<file path="config.mk">
export PLATFORM = sky130hd
export DESIGN_NAME = spi_target
export DESIGN_NICKNAME = d
export VERILOG_FILES = /design/src/rtl/spi_target.sv
export SDC_FILE = /design/constraint.sdc
export NUM_CORES = 1
export LEC_CHECK = 0
export CORE_UTILIZATION = 45
export CTS_BUF_LIST = sky130_fd_sc_hd__clkbuf_4 sky130_fd_sc_hd__clkbuf_8 sky130_fd_sc_hd__clkbuf_16
export DETAILED_ROUTE_END_ITERATION = 7
export PLACE_DENSITY = 0.69
export SLEW_MARGIN = 20
export SYNTH_ARGS = -nofsm -noshare
export SYNTH_HDL_FRONTEND = slang
export SYNTH_SLANG_ARGS = --single-unit
</file>
<file path="constraint.sdc">
create_clock -name clk -period 4.7 [get_ports clk]
set_input_delay 0.94 -clock clk [delete_from_list [all_inputs] [get_ports clk]]
set_output_delay 0.94 -clock clk [all_outputs]
set_load 0.05 [all_outputs]
</file>
<file path="src/rtl/spi_target.sv">
// SPI mode-0 target, 8-bit, MSB first. All pins are oversampled in the clk domain.
// Defining SPI_TARGET_IRQ_EN adds a registered, level-sensitive irq output.
module spi_target #(
    parameter int         SYNC_STAGES = 2,
    parameter logic [7:0] TX_FILL     = 8'hFF
) (
    input  logic       clk,
    input  logic       rst_n,
    input  logic       load,
    input  logic       unload,
    input  logic [7:0] datain,
    output logic [7:0] dataout,
    output logic       rx_valid,
    output logic       tx_empty,
    output logic       overrun,
    input  logic       sclk,
    input  logic       ssn,
    input  logic       mosi,
    output logic       miso,
`ifdef SPI_TARGET_IRQ_EN
    output logic       miso_oe,
    output logic       irq
`else
    output logic       miso_oe
`endif
);

    logic [SYNC_STAGES-1:0] sclk_sync_q, sclk_sync_d;
    logic [SYNC_STAGES-1:0] ssn_sync_q, ssn_sync_d;
    logic [SYNC_STAGES-1:0] mosi_sync_q, mosi_sync_d;
    logic                   sclk_prev_q, sclk_prev_d;
    logic                   ssn_prev_q, ssn_prev_d;
    logic [2:0]             bit_cnt_q, bit_cnt_d;
    logic [7:0]             rx_shift_q, rx_shift_d;
    logic [7:0]             tx_shift_q, tx_shift_d;
    logic [7:0]             tx_buf_q, tx_buf_d;
    logic                   tx_empty_q, tx_empty_d;
    logic [7:0]             dataout_q, dataout_d;
    logic                   rx_valid_q, rx_valid_d;
    logic                   overrun_q, overrun_d;

    logic sclk_s, ssn_s, mosi_s;
    logic sclk_rise, sclk_fall;
    logic frame_start, deselect, selected;
    logic consume, byte_done;

    always_comb begin
        sclk_sync_d = {sclk_sync_q[SYNC_STAGES-2:0], sclk};
        ssn_sync_d  = {ssn_sync_q[SYNC_STAGES-2:0], ssn};
        mosi_sync_d = {mosi_sync_q[SYNC_STAGES-2:0], mosi};

        sclk_s = sclk_sync_q[SYNC_STAGES-1];
        ssn_s  = ssn_sync_q[SYNC_STAGES-1];
        mosi_s = mosi_sync_q[SYNC_STAGES-1];

        sclk_prev_d = sclk_s;
        ssn_prev_d  = ssn_s;

        sclk_rise   = sclk_s & ~sclk_prev_q;
        sclk_fall   = ~sclk_s & sclk_prev_q;
        frame_start = ~ssn_s & ssn_prev_q;
        deselect    = ssn_s & ~ssn_prev_q;
        selected    = ~ssn_s;

        // The fall after a complete byte reloads exactly like a frame start.
        consume   = frame_start | (selected & ~frame_start & sclk_fall & (bit_cnt_q == 3'd0));
        byte_done = selected & ~frame_start & sclk_rise & (bit_cnt_q == 3'd7);

        bit_cnt_d  = bit_cnt_q;
        rx_shift_d = rx_shift_q;
        tx_shift_d = tx_shift_q;
        tx_buf_d   = tx_buf_q;
        tx_empty_d = tx_empty_q;
        dataout_d  = dataout_q;
        rx_valid_d = rx_valid_q;
        overrun_d  = overrun_q;

        if (unload) begin
            rx_valid_d = 1'b0;
            overrun_d  = 1'b0;
        end

        if (consume) begin
            tx_shift_d = tx_empty_q ? TX_FILL : tx_buf_q;
            tx_empty_d = 1'b1;
        end

        // A load in the same cycle as a consume refills the buffer behind it.
        if (load) begin
            tx_buf_d   = datain;
            tx_empty_d = 1'b0;
        end

        if (frame_start) begin
            bit_cnt_d = 3'd0;
        end else if (selected) begin
            if (sclk_rise) begin
                rx_shift_d = {rx_shift_q[6:0], mosi_s};
                bit_cnt_d  = bit_cnt_q + 3'd1;
            end
            if (byte_done) begin
                if (!rx_valid_q || unload) begin
                    dataout_d  = {rx_shift_q[6:0], mosi_s};
                    rx_valid_d = 1'b1;
                end else begin
                    overrun_d = 1'b1;
                end
            end
            if (sclk_fall && (bit_cnt_q != 3'd0)) begin
                tx_shift_d = {tx_shift_q[6:0], 1'b0};
            end
        end

        if (deselect) begin
            bit_cnt_d = 3'd0;
        end
    end

    always_ff @(posedge clk or negedge rst_n) begin
        if (!rst_n) begin
            sclk_sync_q <= '0;
            ssn_sync_q  <= '1;
            mosi_sync_q <= '0;
            sclk_prev_q <= 1'b0;
            ssn_prev_q  <= 1'b1;
            bit_cnt_q   <= 3'd0;
            rx_shift_q  <= 8'h00;
            tx_shift_q  <= 8'h00;
            tx_buf_q    <= 8'h00;
            tx_empty_q  <= 1'b1;
            dataout_q   <= 8'h00;
            rx_valid_q  <= 1'b0;
            overrun_q   <= 1'b0;
        end else begin
            sclk_sync_q <= sclk_sync_d;
            ssn_sync_q  <= ssn_sync_d;
            mosi_sync_q <= mosi_sync_d;
            sclk_prev_q <= sclk_prev_d;
            ssn_prev_q  <= ssn_prev_d;
            bit_cnt_q   <= bit_cnt_d;
            rx_shift_q  <= rx_shift_d;
            tx_shift_q  <= tx_shift_d;
            tx_buf_q    <= tx_buf_d;
            tx_empty_q  <= tx_empty_d;
            dataout_q   <= dataout_d;
            rx_valid_q  <= rx_valid_d;
            overrun_q   <= overrun_d;
        end
    end

    // miso is driven low whenever the synchronized select is inactive.
    assign miso     = selected & tx_shift_q[7];
    assign miso_oe  = selected;
    assign dataout  = dataout_q;
    assign rx_valid = rx_valid_q;
    assign tx_empty = tx_empty_q;
    assign overrun  = overrun_q;

`ifdef SPI_TARGET_IRQ_EN
    logic irq_q, irq_d;

    always_comb begin
        irq_d = rx_valid_q | overrun_q | (tx_empty_q & selected);
    end

    always_ff @(posedge clk or negedge rst_n) begin
        if (!rst_n) begin
            irq_q <= 1'b0;
        end else begin
            irq_q <= irq_d;
        end
    end

    assign irq = irq_q;
`endif

endmodule

</file>
Yosys cells after proc, flatten, opt, wreduce, memory -nomap -nowiden
Index checks and enable logic that the tools add are counted.
{"block": "word_totals", "register_bits": 45, "output_inout_bits": 13, "in_bits": 15}
{"block": "op_classes", "add_sub_neg": 1, "n_bitwise": 16, "n_mux": 21, "eq_ne": 2, "reduce_logical": 10}
{"operator": "$mux W8", "n": 5}
{"operator": "$mux W1", "n": 12}
{"operator": "$mux W3", "n": 4}
{"operator": "$and A1 B1 Y1", "n": 10}
{"operator": "$reduce_bool A3 Y1", "n": 2}
{"operator": "$not A1 Y1", "n": 5}
{"operator": "$reduce_and A4 Y1", "n": 1}
{"operator": "$add A3 B1 Y3 const B", "n": 1}
{"operator": "$eq A3 B3 Y1 const B", "n": 1}
{"operator": "$logic_not A3 Y1", "n": 1}
{"operator": "$ne A3 B1 Y1 const B", "n": 1}
{"operator": "$reduce_and A3 Y1", "n": 1}
{"operator": "$reduce_and A2 Y1", "n": 1}
{"operator": "$reduce_bool A2 Y1", "n": 1}
{"operator": "$logic_and A1 B1 Y1", "n": 1}
{"operator": "$logic_not A1 Y1", "n": 1}
{"operator": "$logic_or A1 B1 Y1", "n": 1}
{"operator": "$or A1 B1 Y1", "n": 1}

Longest topological paths before layout
Gate-level depths: netlist of the first run.
{"block": "depth", "word_depth": 11, "depth_mapped": 5, "ltp_nobuf": 5}

Worst setup path before layout of the first run
Ideal clock, no wire load.
{"block": "synth_timing", "path_type": "flip-flop to output port", "from": "reg ssn_sync_q[1]", "to": "out miso", "path_stages_with_launch": 2, "path_slack_ps": 2699, "required_time_ps": 3760, "t_arrival_ps": 1061, "path_cell_list": "dfstp_2 > nor2_1"}
{"block": "synth_between", "elab_chain_len": 2}
{"item": "start, declared", "line": "29", "rtl": "logic [SYNC_STAGES-1:0] ssn_sync_q, ssn_sync_d;"}
{"item": "start signal, assigned", "line": "136", "rtl": "ssn_sync_q <= ssn_sync_d;"}
{"item": "$not A1 Y1 (no line)"}
{"item": "$and A1 B1 Y1", "line": "152", "rtl": "assign miso = selected & tx_shift_q[7];"}
{"item": "end, declared", "line": "19", "rtl": "output logic miso,"}
No other way between the ends.

Worst setup path after layout of the first run
{"block": "layout_timing", "from": "reg tx_empty_q (netlist: tx_empty)", "to": "out tx_empty"}
{"item": "start, declared", "line": "37", "rtl": "logic tx_empty_q, tx_empty_d;"}
{"item": "start signal, assigned", "line": "144", "rtl": "tx_empty_q <= tx_empty_d;"}
{"item": "end, declared", "line": "14", "rtl": "output logic tx_empty,"}
No word-level cell between the ends.

==> results of run 1 <==
layer usage:
| metal | GRT usage | vias up | part of all wire |
|---|---|---|---|
| li1 | - | 528 | - |
| met1 | 0.215 | 552 | 0.47 |
| met2 | 0.258 | 22 | 0.48 |
| met3 | 0.0417 | 2 | 0.039 |
| met4 | 0.0652 | 0 | 0.0096 |
| met5 | 0 | - | 0 |
cell families after synthesis:
| logic type | Yosys count | synth area share |
|---|---|---|
| flip-flops | 45 | 0.623 |
| AND/OR/NAND/NOR | 30 | 0.103 |
| multiplexers | 25 | 0.154 |
| buffers and inverters | 16 | 0.0393 |
| AO/OA/AOI/OAI | 15 | 0.0606 |
| adder cells (fa/ha/maj) | 3 | 0.0207 |
synthesized netlist by cell type (2+ instances only):
master and count:
nor2_1 10, inv_1 12, mux2_2 23, nand3_1 8, nor2b_1 2, nand2b_1 2
ha_1 3, nand2_1 3, o221ai_1 7, dfrtp_1 41, o21ai_0 2, dfstp_2 4
report_power, final:
| group | internal (mW) | leakage [nW] | switching (mW) |
|---|---|---|---|
| Sequential | 0.428 | 0.563 | 0.0276 |
| Clock | 0.110 | 0.0408 | 0.124 |
| Combinational | 0.0465 | 0.383 | 0.0411 |
cell type report:
type | instances | area, sq um
tap | 48 | 60.1
timing repair buffer | 27 | 265
multi-input combinational | 73 | 614
fill | 294 | 1560
clock buffer | 6 | 76.3
clock inverter | 2 | 15.0
inverter | 12 | 45.0
sequential | 45 | 1130
registers in the layout, indices dropped and copies added (netlist names):
name         flops
tx_shift_q       8
sclk_sync_q      2
sclk_prev_q      1
overrun          1
tx_empty         1
ssn_sync_q       2
tx_buf_q         8
bit_cnt_q        3
ssn_prev_q       1
mosi_sync_q      2
rx_valid         1
rx_shift_q       7
dataout          8
through the flow:
stage                     cells  power (mW)
after global placement      205       0.546
after CTS                   213       0.787
after floorplan             134       0.513
after detailed placement    205       0.552
after global routing        213       0.817
final                       213       0.778
path summary, 6_finish.rpt:
| path | from | endpoint | slack, ns | depth (start not counted) |
|---|---|---|---|---|
| max in group asynchronous | rst_n | tx_buf_q[6] | 3.31 | 1 |
| hold reg to reg | mosi_sync_q[0] | mosi_sync_q[1] | 0.35 | 0 |
| min in group asynchronous | rst_n | bit_cnt_q[0] | 0.80 | 1 |
| setup / recovery | tx_empty | tx_empty | 2.03 | 1 |
| setup reg to reg | ssn_prev_q | dataout[6] | 2.80 | 3 |
| hold / removal | mosi_sync_q[0] | mosi_sync_q[1] | 0.35 | 0 |
==> results.json, run 1 <==
{
  "status": "finished clean",
  "fp-row-count": 22,
  "pre_cts_ws_ns": 2.34,
  "dieWidth_um": 65.5,
  "fin_ws_ns": 2.03,
  "wl_per_cell_um": 14.2,
  "path_cells": "clkdlybuf4s50_1",
  "routed_via_density": 5.18,
  "dp_hpwl_mm": 2.12,
  "stdcell_area_sq_um": 2210,
  "ys_async_sr_fraction": 1.00,
  "grt_first_pass_wirelength_mm": 5.24,
  "core_area_sq_um": 3770,
  "synth_area_per_cell_sq_um": 13.6,
  "htreeDepth": 2,
  "die_h_um": 65.5,
  "drc": 0,
  "arrival_ns": 1.73,
  "cts_tree": "yes",
  "drt_wl_total_mm": 3.01,
  "hold_class": "flip-flop to flip-flop",
  "tightestPinTransition_ns": 0.959,
  "fin_crit_sh": 0.568,
  "power_density_nw_per_um2": 353,
  "cts_hold_buffers": 0,
  "synth.largest_area_cell": "dfrtp_1",
  "synthesis.nets": 152,
  "cts_setup_buffers": 0,
  "irDropWorstVdd_uv": 250,
  "synth_flop_cell": "dfrtp_1",
  "antenna_left": 0,
  "crit_fanout": 10,
  "holdWs_ns": 0.354,
  "numClockSinks": 45,
  "skew_ns": 0.0101,
  "root_buffer": "clkbuf_8",
  "endpoint_kind": "primary output",
  "p_leak_nw": 0.987,
  "io_buffers": 27,
  "max_slew_margin": 0.360,
  "gp_congestion": 0.759,
  "ys_top_cells_by_area": "dfrtp_1 56%, mux2_2 14%, dfstp_2 5.8%",
  "fin_nets": 182,
  "clk_transition_reported_paths_ns": 0.08,
  "slowest_stage": "clkdlybuf4s50_1",
  "drv_slew": 0,
  "critPathKind": "flip-flop to primary output",
  "vias": 1104,
  "synth.cell_area_sq_um": 1820,
  "ys_ff_latch": 45,
  "yosysUniqueCellTypes": 29,
  "crit_path_max_incr_delay_ns": 0.83,
  "fmax_mhz": 374,
  "synth-edff-count": 0,
  "ys_seq_area_frac": 0.623,
  "ys_warn_count": 0,
  "final_common_cell": "dfrtp_1",
  "grt_max_degree": 46,
  "drt-initial-drc-count": 62,
  "grt_pass1_vias": 1145,
  "start_util": 0.482,
  "dr.pass1.iters": 4,
  "period_minus_slack_ns": 2.67,
  "track_usage": 0.163,
  "setup_tns_ns": 0,
  "cp-start-kind": "flip-flop",
  "diodes": 0,
  "die_area_sq_um": 4300,
  "fin_util": 0.585,
  "clk_latency_ns": 0.29,
  "grt_antenna_before_repair": 0,
  "area_growth_pct": 21.5,
  "cp_num_buf_inv": 1,
  "layout_common_cells": "41 x dfrtp_1, 26 x clkdlybuf4s50_1, 23 x mux2_2",
  "numCtsBuffers": 5,
  "ios": 28,
  "clk_path_buf_depth": 2,
  "critical-path-top-delay-family": "buffers and inverters",
  "synthCells": 134,
  "rsz0062_at_grt": "false",
  "maxCapViolCount": 0,
  "cts_resized": 0,
  "overflow": 0,
  "worstPathRequired_ns": 3.76,
  "setup_violations": 0,
  "place_area_sq_um": 2120,
  "hold_viol_final": 0,
  "yosysTopAreaCellShare": 0.565,
  "drive_above_1_share": 0.242
}
(Power assumes the default switching activity.)
==> run 2: changes to the inputs <==
--- a/config.mk
+++ b/config.mk
@@ -8,7 +8,7 @@
 export CORE_UTILIZATION = 45
 export CTS_BUF_LIST = sky130_fd_sc_hd__clkbuf_4 sky130_fd_sc_hd__clkbuf_8 sky130_fd_sc_hd__clkbuf_16
 export DETAILED_ROUTE_END_ITERATION = 7
-export PLACE_DENSITY = 0.69
+export PLACE_DENSITY = 0.71
 export SLEW_MARGIN = 20
 export SYNTH_ARGS = -nofsm -noshare
 export SYNTH_HDL_FRONTEND = slang
==> constraint.sdc (replaced) <==
create_clock -name clk -period 2.44 [get_ports clk]
set_input_delay 0.488 -clock clk [delete_from_list [all_inputs] [get_ports clk]]
set_output_delay 0.488 -clock clk [all_outputs]
set_load 0.05 [all_outputs]
==> results.json, run 2 (synthesis gave the netlist of run 1 again) <==
{
  "crit_fanout": 10,
  "overflow": 0,
  "cp-startpoint": "tx_empty",
  "htreeDepth": 2,
  "drt-initial-drc-count": 65,
  "vias": 1134,
  "track_usage": 0.168,
  "arrival_ns": 1.73,
  "gp_congestion": 0.710,
  "cp_num_buf_inv": 1,
  "hold_class": "input pin to async pin",
  "skew_ns": 0.00447,
  "fin_util": 0.594,
  "layout_common_cells": "41 x dfrtp_1, 26 x clkdlybuf4s50_1, 23 x mux2_2",
  "drive_above_1_share": 0.251,
  "dr.pass1.iters": 4,
  "grt_max_degree": 46,
  "grt_pass1_vias": 1190,
  "clk_transition_reported_paths_ns": 0.08,
  "ff2ff_path_depth": 5,
  "ios": 28,
  "fin_crit_sh": 0.910,
  "routed_via_density": 5.27,
  "clk_path_buf_depth": 2,
  "cts_setup_buffers": 0,
  "setup_tns_ns": 0,
  "wl_per_cell_um": 14.2,
  "final_common_cell": "dfrtp_1",
  "fin_nets": 184,
  "diodes": 0,
  "stdcell_area_sq_um": 2240,
  "irDropWorstVdd_uv": 418,
  "fp-row-count": 22,
  "core_area_sq_um": 3770,
  "critPathCapture": "tx_empty",
  "place_area_sq_um": 2140,
  "max_slew_margin": 0.587,
  "io_buffers": 27,
  "cts_resized": 0,
  "drv_slew": 0,
  "fmax_mhz": 451,
  "period_minus_slack_ns": 2.22,
  "start_util": 0.482,
  "cp.depth": 1,
  "dp_hpwl_mm": 2.15,
  "dieWidth_um": 65.5,
  "multi_input_area_sq_um": 614,
  "nFillCells": 289,
  "root_buffer": "clkbuf_8",
  "reg2reg_slack_ns": 0.75,
  "worstPathRequired_ns": 1.95,
  "crit_path_max_incr_delay_ns": 0.83,
  "grt_first_pass_wirelength_mm": 5.33,
  "area_growth_pct": 23.3,
  "numClockSinks": 45,
  "p_leak_nw": 1.01,
  "status": "finished clean",
  "clk_latency_ns": 0.29,
  "cts_tree": "yes",
  "critPathKind": "flip-flop to primary output",
  "cp-start-kind": "flip-flop",
  "final-seq-area_sq_um": 1130,
  "drc": 0,
  "grt_antenna_before_repair": 0,
  "power_density_nw_per_um2": 685,
  "maxCapViolCount": 0,
  "cts_hold_buffers": 0,
  "drt_wl_total_mm": 3.06,
  "worstReg2RegEnd": "tx_shift_q[3]",
  "antenna_left": 0,
  "crit-reg2reg-launch": "bit_cnt_q[0]",
  "setup_violations": 0,
  "tightestPinTransition_ns": 0.619,
  "numCtsBuffers": 5,
  "path_cells": "clkdlybuf4s50_1",
  "die_h_um": 65.5,
  "endpoint_kind": "primary output",
  "rsz0062_at_grt": "false",
  "die_area_sq_um": 4300,
  "slowest_stage": "clkdlybuf4s50_1",
  "critical-path-top-delay-family": "buffers and inverters",
  "hold_viol_final": 0
}
==> run 2: stage by stage <==
| step | hold WS, ns | worst slack (ns) | power, mW | instances |
|---|---|---|---|---|
| finish | 0.165 | 0.221 | 1.53 | 215 |
| global route | 0.184 | 0.163 | 1.61 | 215 |
| CTS | 0.171 | 0.207 | 1.55 | 215 |
| detailed placement | 0.338 | 0.527 | 1.07 | 207 |
| global placement | 0.335 | 0.541 | 1.06 | 207 |
| floorplan | 0.192 | 0.891 | 0.989 | 134 |
==> run 2: where the power goes <==
group	switching (mW)	internal (mW)	total, mW	leakage, nW
sequential	0.0541	0.825	0.879	0.563
combinational	0.0803	0.0934	0.174	0.398
clock	0.228	0.253	0.481	0.0523
==> run 2: cell type report <==
cell class | count | share of cell area
inverter | 12 | 0.0201
tap | 48 | 0.0268
clock buffer | 8 | 0.0436
sequential | 45 | 0.505
timing repair buffer | 29 | 0.131
multi-input combinational | 73 | 0.274
==> run 2: worst register-to-register path, cell delays in order (launching register included) <==
cell,delay [ns]
dfrtp_1,0.38
inv_1,0.06
ha_1,0.21
nor4bb_1,0.15
o21ai_1,0.49
o221ai_1,0.24
==> run 2: routing by layer <==
metal / global-route usage / part of all wire
met4: 0.0679 / 0.016
met2: 0.260 / 0.49
met1: 0.215 / 0.45
met5: 0 / 0
met3: 0.0590 / 0.046
==> run 2: worst min path at each step <==
stage	from	to	slack [ns]	depth (start not counted)
floorplan	rst_n	bit_cnt_q[0]	0.19	0
global placement	mosi_sync_q[0]	mosi_sync_q[1]	0.33	0
detailed placement	mosi_sync_q[0]	mosi_sync_q[1]	0.34	0
CTS	rst_n	rx_shift_q[5]	0.17	2
global route	rst_n	rx_shift_q[5]	0.18	2
finish	rst_n	tx_shift_q[4]	0.16	2
